[config.mk]
export PLATFORM = sky130hd
export DESIGN_NAME = serial_digit_adder
export DESIGN_NICKNAME = d
export VERILOG_FILES = /design/src/rtl/serial_digit_adder_pkg.sv /design/src/rtl/serial_digit_adder_cell.sv /design/src/rtl/serial_digit_adder.sv
export SDC_FILE = /design/constraint.sdc
export NUM_CORES = 1
export LEC_CHECK = 0
export CAP_MARGIN = 10
export CORE_UTILIZATION = 40
export DETAILED_ROUTE_END_ITERATION = 6
export PLACE_DENSITY = 0.65
export SLEW_MARGIN = 10
export SYNTH_ARGS = -nofsm -noshare
export SYNTH_HDL_FRONTEND = slang
export SYNTH_HIERARCHICAL = 1
export SYNTH_SLANG_ARGS = --single-unit
[constraint.sdc]
create_clock -name clk -period 1.9 [get_ports clk]
set_clock_uncertainty 0.15 [all_clocks]
set_input_delay 0.38 -clock clk [delete_from_list [all_inputs] [get_ports clk]]
set_output_delay 0.38 -clock clk [all_outputs]
set_load 0.02 [all_outputs]
[src/rtl/serial_digit_adder_pkg.sv]
// rtl/serial_digit_adder_pkg.sv - shared types and sizing helpers for the serial digit adder
//
// Contents:
//   state_t        : controller state encoding (IDLE, RUN, DONE), 2 bits
//   digit_cycles() : number of RUN cycles needed to consume WIDTH bits DIGIT at a time
//   count_width()  : counter width for a given cycle count, never less than 1
//   full_add()     : one full-adder stage, returns {carry_out, sum}

package serial_digit_adder_pkg;

    typedef enum logic [1:0] {
        IDLE = 2'd0,
        RUN  = 2'd1,
        DONE = 2'd2
    } state_t;

    function automatic int digit_cycles(input int width, input int digit);
        return width / digit;
    endfunction

    // A single-cycle configuration still needs a 1-bit counter so the
    // register declaration stays legal.
    function automatic int count_width(input int cycles);
        return (cycles > 1) ? $clog2(cycles) : 1;
    endfunction

    function automatic logic [1:0] full_add(input logic x, input logic y, input logic c);
        logic s;
        logic co;
        s  = x ^ y ^ c;
        co = (x & y) | (x & c) | (y & c);
        return {co, s};
    endfunction

endpackage

[src/rtl/serial_digit_adder_cell.sv]
// rtl/serial_digit_adder_cell.sv - combinational DIGIT-bit ripple adder cell
//
// Module digit_add_cell
// Parameters:
//   DIGIT   : cell width in bits
// Ports:
//   a, b    : in  [DIGIT-1:0] operand digits
//   cin     : in  carry into bit 0
//   s       : out [DIGIT-1:0] digit sum
//   cout    : out carry out of the top bit
//   msb_cin : out carry into the top bit (used for signed overflow)

import serial_digit_adder_pkg::*;

module digit_add_cell #(
    parameter int DIGIT = 1
) (
    input  logic [DIGIT-1:0] a,
    input  logic [DIGIT-1:0] b,
    input  logic             cin,
    output logic [DIGIT-1:0] s,
    output logic             cout,
    output logic             msb_cin
);

    // The chain is walked with a local variable so the ripple stays a
    // straight-line expression instead of a self-referencing vector.
    always_comb begin
        logic       c;
        logic [1:0] fa;
        s       = '0;
        msb_cin = 1'b0;
        c       = cin;
        for (int i = 0; i < DIGIT; i++) begin
            if (i == DIGIT - 1) begin
                msb_cin = c;
            end
            fa   = full_add(a[i], b[i], c);
            s[i] = fa[0];
            c    = fa[1];
        end
        cout = c;
    end

endmodule

[src/rtl/serial_digit_adder.sv]
// rtl/serial_digit_adder.sv - multi-cycle adder processing DIGIT bits per clock
//
// Module serial_digit_adder
// Parameters:
//   WIDTH : operand/result width (>= 2)
//   DIGIT : bits per cycle, must divide WIDTH
// Ports:
//   clk, rst_n           : clock (rising edge), asynchronous active-low reset
//   in_valid / in_ready  : operand handshake; operands accepted only in IDLE
//   a, b, cin            : operands and carry-in
//   sub                  : subtract select (only with SERIAL_DIGIT_ADDER_SUB_EN)
//   out_valid / out_ready: result handshake; result held in DONE until taken
//   sum, cout, ovf       : result, unsigned carry-out, signed overflow
// Optional feature macro: SERIAL_DIGIT_ADDER_SUB_EN adds the sub input (a - b).

import serial_digit_adder_pkg::*;

module serial_digit_adder #(
    parameter int WIDTH = 8,
    parameter int DIGIT = 1
) (
    input  logic             clk,
    input  logic             rst_n,
    input  logic             in_valid,
    output logic             in_ready,
    input  logic [WIDTH-1:0] a,
    input  logic [WIDTH-1:0] b,
    input  logic             cin,
`ifdef SERIAL_DIGIT_ADDER_SUB_EN
    input  logic             sub,
`endif
    output logic             out_valid,
    input  logic             out_ready,
    output logic [WIDTH-1:0] sum,
    output logic             cout,
    output logic             ovf
);

    localparam int N  = digit_cycles(WIDTH, DIGIT);
    localparam int CW = count_width(N);
    localparam logic [CW-1:0] LAST = CW'(N - 1);

    generate
        if ((DIGIT < 1) || (WIDTH < 2) || (WIDTH % DIGIT != 0)) begin : g_bad_params
            $error("serial_digit_adder: WIDTH must be >= 2 and a multiple of DIGIT");
        end
    endgenerate

    state_t          state;
    logic [WIDTH-1:0] a_sh;
    logic [WIDTH-1:0] b_sh;
    logic [WIDTH-1:0] res;
    logic             carry;
    logic [CW-1:0]    cnt;

    logic [DIGIT-1:0] cell_s;
    logic             cell_cout;
    logic             cell_msb_cin;
    logic [WIDTH-1:0] res_next;
    logic [WIDTH-1:0] b_load;
    logic             carry_load;

    digit_add_cell #(
        .DIGIT (DIGIT)
    ) u_cell (
        .a       (a_sh[DIGIT-1:0]),
        .b       (b_sh[DIGIT-1:0]),
        .cin     (carry),
        .s       (cell_s),
        .cout    (cell_cout),
        .msb_cin (cell_msb_cin)
    );

    // New digits enter from the top, so after N cycles the first digit
    // computed has reached bit 0.
    generate
        if (N == 1) begin : g_res_single
            assign res_next = cell_s;
        end else begin : g_res_shift
            assign res_next = {cell_s, res[WIDTH-1:DIGIT]};
        end
    endgenerate

    // Subtraction is a + ~b + 1, so only the load values change.
`ifdef SERIAL_DIGIT_ADDER_SUB_EN
    assign b_load     = sub ? ~b : b;
    assign carry_load = sub ? 1'b1 : cin;
`else
    assign b_load     = b;
    assign carry_load = cin;
`endif

    always_ff @(posedge clk or negedge rst_n) begin
        if (!rst_n) begin
            state     <= IDLE;
            a_sh      <= '0;
            b_sh      <= '0;
            res       <= '0;
            carry     <= 1'b0;
            cnt       <= '0;
            cout      <= 1'b0;
            ovf       <= 1'b0;
            out_valid <= 1'b0;
            in_ready  <= 1'b1;
        end else begin
            case (state)
                IDLE: begin
                    if (in_valid) begin
                        a_sh     <= a;
                        b_sh     <= b_load;
                        carry    <= carry_load;
                        cnt      <= '0;
                        in_ready <= 1'b0;
                        state    <= RUN;
                    end
                end
                RUN: begin
                    a_sh  <= a_sh >> DIGIT;
                    b_sh  <= b_sh >> DIGIT;
                    res   <= res_next;
                    carry <= cell_cout;
                    cnt   <= cnt + CW'(1);
                    if (cnt == LAST) begin
                        // The cell is working on the top digit this cycle,
                        // so its carries are the word's MSB carries.
                        cout      <= cell_cout;
                        ovf       <= cell_msb_cin ^ cell_cout;
                        out_valid <= 1'b1;
                        state     <= DONE;
                    end
                end
                DONE: begin
                    if (out_ready) begin
                        out_valid <= 1'b0;
                        in_ready  <= 1'b1;
                        state     <= IDLE;
                    end
                end
                default: begin
                    out_valid <= 1'b0;
                    in_ready  <= 1'b1;
                    state     <= IDLE;
                end
            endcase
        end
    end

    assign sum = res;

endmodule

==> results.json <==
{
  "post-route-min-period_ps": 1790,
  "syn-num-nets": 176,
  "firstDrtPassIters": 4,
  "regArea_um2": 852,
  "drt-initial-drc-count": 50,
  "clockPowerShare": 0.155,
  "totalWireLength_um": 3310,
  "slew_headroom": 0.646,
  "p_sw_mw": 1.24,
  "cts_tree": "done",
  "crit_required_ps": 1370,
  "critPathKind": "reg -> out",
  "crit_fanout": 3,
  "setup_viol": 0,
  "antennaDiodeCount": 0,
  "endpoint_kind": "output pin",
  "die_y_um": 63.6,
  "fp-row-count": 22,
  "cts_inserted_buffers": 5,
  "cp_top_family": "buffers and inverters",
  "drc_errors": 0,
  "grt_pass1_wl_um": 5900,
  "core_mm2": 0.00366,
  "n_fill_cell": 336,
  "antenna_found_initial": 0,
  "path_buf_inv": 1,
  "die_w_um": 63.6,
  "htreeDepth": 2,
  "status": "finished clean",
  "final_area_mm2": 0.00197,
  "yosysSeqAreaShare": 0.561,
  "initial_core_util": 0.415,
  "hpwl_um": 2240,
  "clk_pin_slew_worst_paths_ps": 70,
  "yosys-top-cells-count": "dfrtp_1, nand2_1, o22ai_1",
  "clk_latency_ps": 290,
  "powerDensity_mw_per_mm2": 1610,
  "layout-drive-gt1-share": 0.0919,
  "yosys_warnings": 6,
  "rsz0062_at_grt": "false",
  "area_growth_pct": 29.6,
  "grt_start_max_net_pins": 35,
  "synth_largest_area_cell": "dfrtp_1",
  "p_int_mw": 1.94,
  "via_per_inst": 5.36,
  "grt_overflow": 0,
  "gp_congestion": 0.769,
  "yosysMostFrequentCell": "dfrtp_1",
  "finalPower_mw": 3.18,
  "tightestPinTransition_ps": 530,
  "cts.path.max_buffers": 2,
  "start_kind": "register",
  "synth-seq-cells": 34,
  "drv_cap": 0,
  "routedWlPerCell_um": 14.2,
  "cts_sinks": 34,
  "p_seq_frac": 0.420,
  "slowest_delay_ps": 610,
  "ioPinCount": 33,
  "slowest_stage": "clkdlybuf4s50_1",
  "cts_root_buffer": "clkbuf_8",
  "finalCritPeriodShare": 0.945,
  "syn_area_per_cell_um2": 9.99,
  "hold_slack_ps": 297,
  "synth_top_area_frac": 0.544,
  "ir_drop_v": 0.000626,
  "synth_area_mm2": 0.00152,
  "dieArea_mm2": 0.00405,
  "postCtsHoldBufs": 0,
  "hold_viol": 0,
  "fmax_mhz": 557,
  "synthFlopType": "dfrtp_1",
  "final_nets": 209,
  "combPwrFrac": 0.425,
  "arrival_ps": 1260,
  "hold_path_class": "in -> async",
  "synth_cell_types": 23,
  "grt_usage": 0.190,
  "switching_share": 0.390,
  "async_flop_share": 1.00,
  "synthTopCellsByArea": "dfrtp_1, o22ai_1, nand2_1",
  "finalSetupTns_ps": 0,
  "vias": 1248,
  "synth_edf_count": 0,
  "drv_slew": 0,
  "placed_cell_area_mm2": 0.00189,
  "crit_path_cell_trace": "clkdlybuf4s50_1",
  "antenna_left": 0,
  "grt_pass1_vias": 1289,
  "multi_input_comb_area_um2": 588,
  "p_leak_nw": 0.846,
  "port_buffers": 32,
  "synthCells": 152
}
worst reg2reg max path, cell delays in order, from the launching register on:
cell and delay, ps:
dfrtp_1 430, fa_1 510, xor2_1 200, mux2_2 270
cell usage in the layout (no fill, tap or decap), drive strengths merged:
cell type	Yosys	routed
a22o	2	2
clkinv	0	2
nand2	31	31
a21oi	18	18
o221a	1	1
buf	10	5
dfrtp	33	33
dfstp	1	1
o22ai	28	28
nand2b	2	2
mux2	2	2
and2b	1	1
nor2	6	6
or2	1	1
fa	1	1
nor2b	2	2
or4b	1	1
inv	2	2
xor2	1	1
dlygate4sd2	0	1
clkbuf	1	5
clkdlybuf4s50	0	31
o21ai	6	6
ha	2	2
sequential cells by signal, indices dropped and copies added, names as in the netlist:
| name | count |
|---|---|
| a_sh | 8 |
| b_sh | 8 |
| sum | 8 |
| cnt | 3 |
| state | 2 |
| carry | 1 |
| cout | 1 |
| in_ready | 1 |
| out_valid | 1 |
| ovf | 1 |
through the flow:
step,setup WS (ps),cells,util
detailed placement,89.5,226,0.516
finish,105,233,0.538
global route,30.6,233,0.538
global placement,110,226,0.516
floorplan,366,152,-
CTS,83.9,233,0.538
power by group through the flow:
stage	Combinational, mW	Clock, mW	Sequential, mW
2_1_floorplan	0.823	0	1.40
3_3_place_gp	1.31	0	1.33
3_5_place_dp	1.36	0	1.35
4_1_cts	1.37	0.505	1.33
5_1_grt	1.53	0.548	1.39
6_report	1.35	0.493	1.33
worst paths after layout:
check,start,end,slack (ps),cells past startpoint
worst min-delay path,rst_n,a_sh[1],300,2
worst max register to register,a_sh[0],ovf,230,3
worst min register to register,sum[0],sum[0],340,2
worst max-delay path,sum[3],sum[3],110,1
max in group asynchronous,rst_n,in_ready,1040,2
min in group clk,sum[0],sum[0],340,2
area by class of cell:
class,count,share of cell area
Timing Repair Buffer,37,0.194
Sequential cell,34,0.433
Clock inverter,2,0.00509
Inverter,2,0.00381
Multi-Input combinational cell,105,0.299
Tap cell,48,0.0305
Clock buffer,5,0.0350
what timing repair did:
item,CTS,global route
resized for setup,1,0
buffers inserted,0,0
endpoints found under the setup margin,1,0
metal layers:
layer	wire length, um	track usage
met5	0	0
met3	158	0.0616
met2	1650	0.319
met1	1480	0.230
met4	24	0.0568
kinds of logic after synthesis:
logic type                 Yosys count  share of synthesized area
AOI/OAI and AO/OA                   55                      0.213
xor gates and xnor gates             1                    0.00577
muxes                                2                     0.0148
DFF                                 34                      0.561
buffers and inverters               13                     0.0519
adders and majority gates            3                     0.0297
and+or+nand+nor                     44                      0.124
No activity file was read; power rests on OpenSTA's default activity.
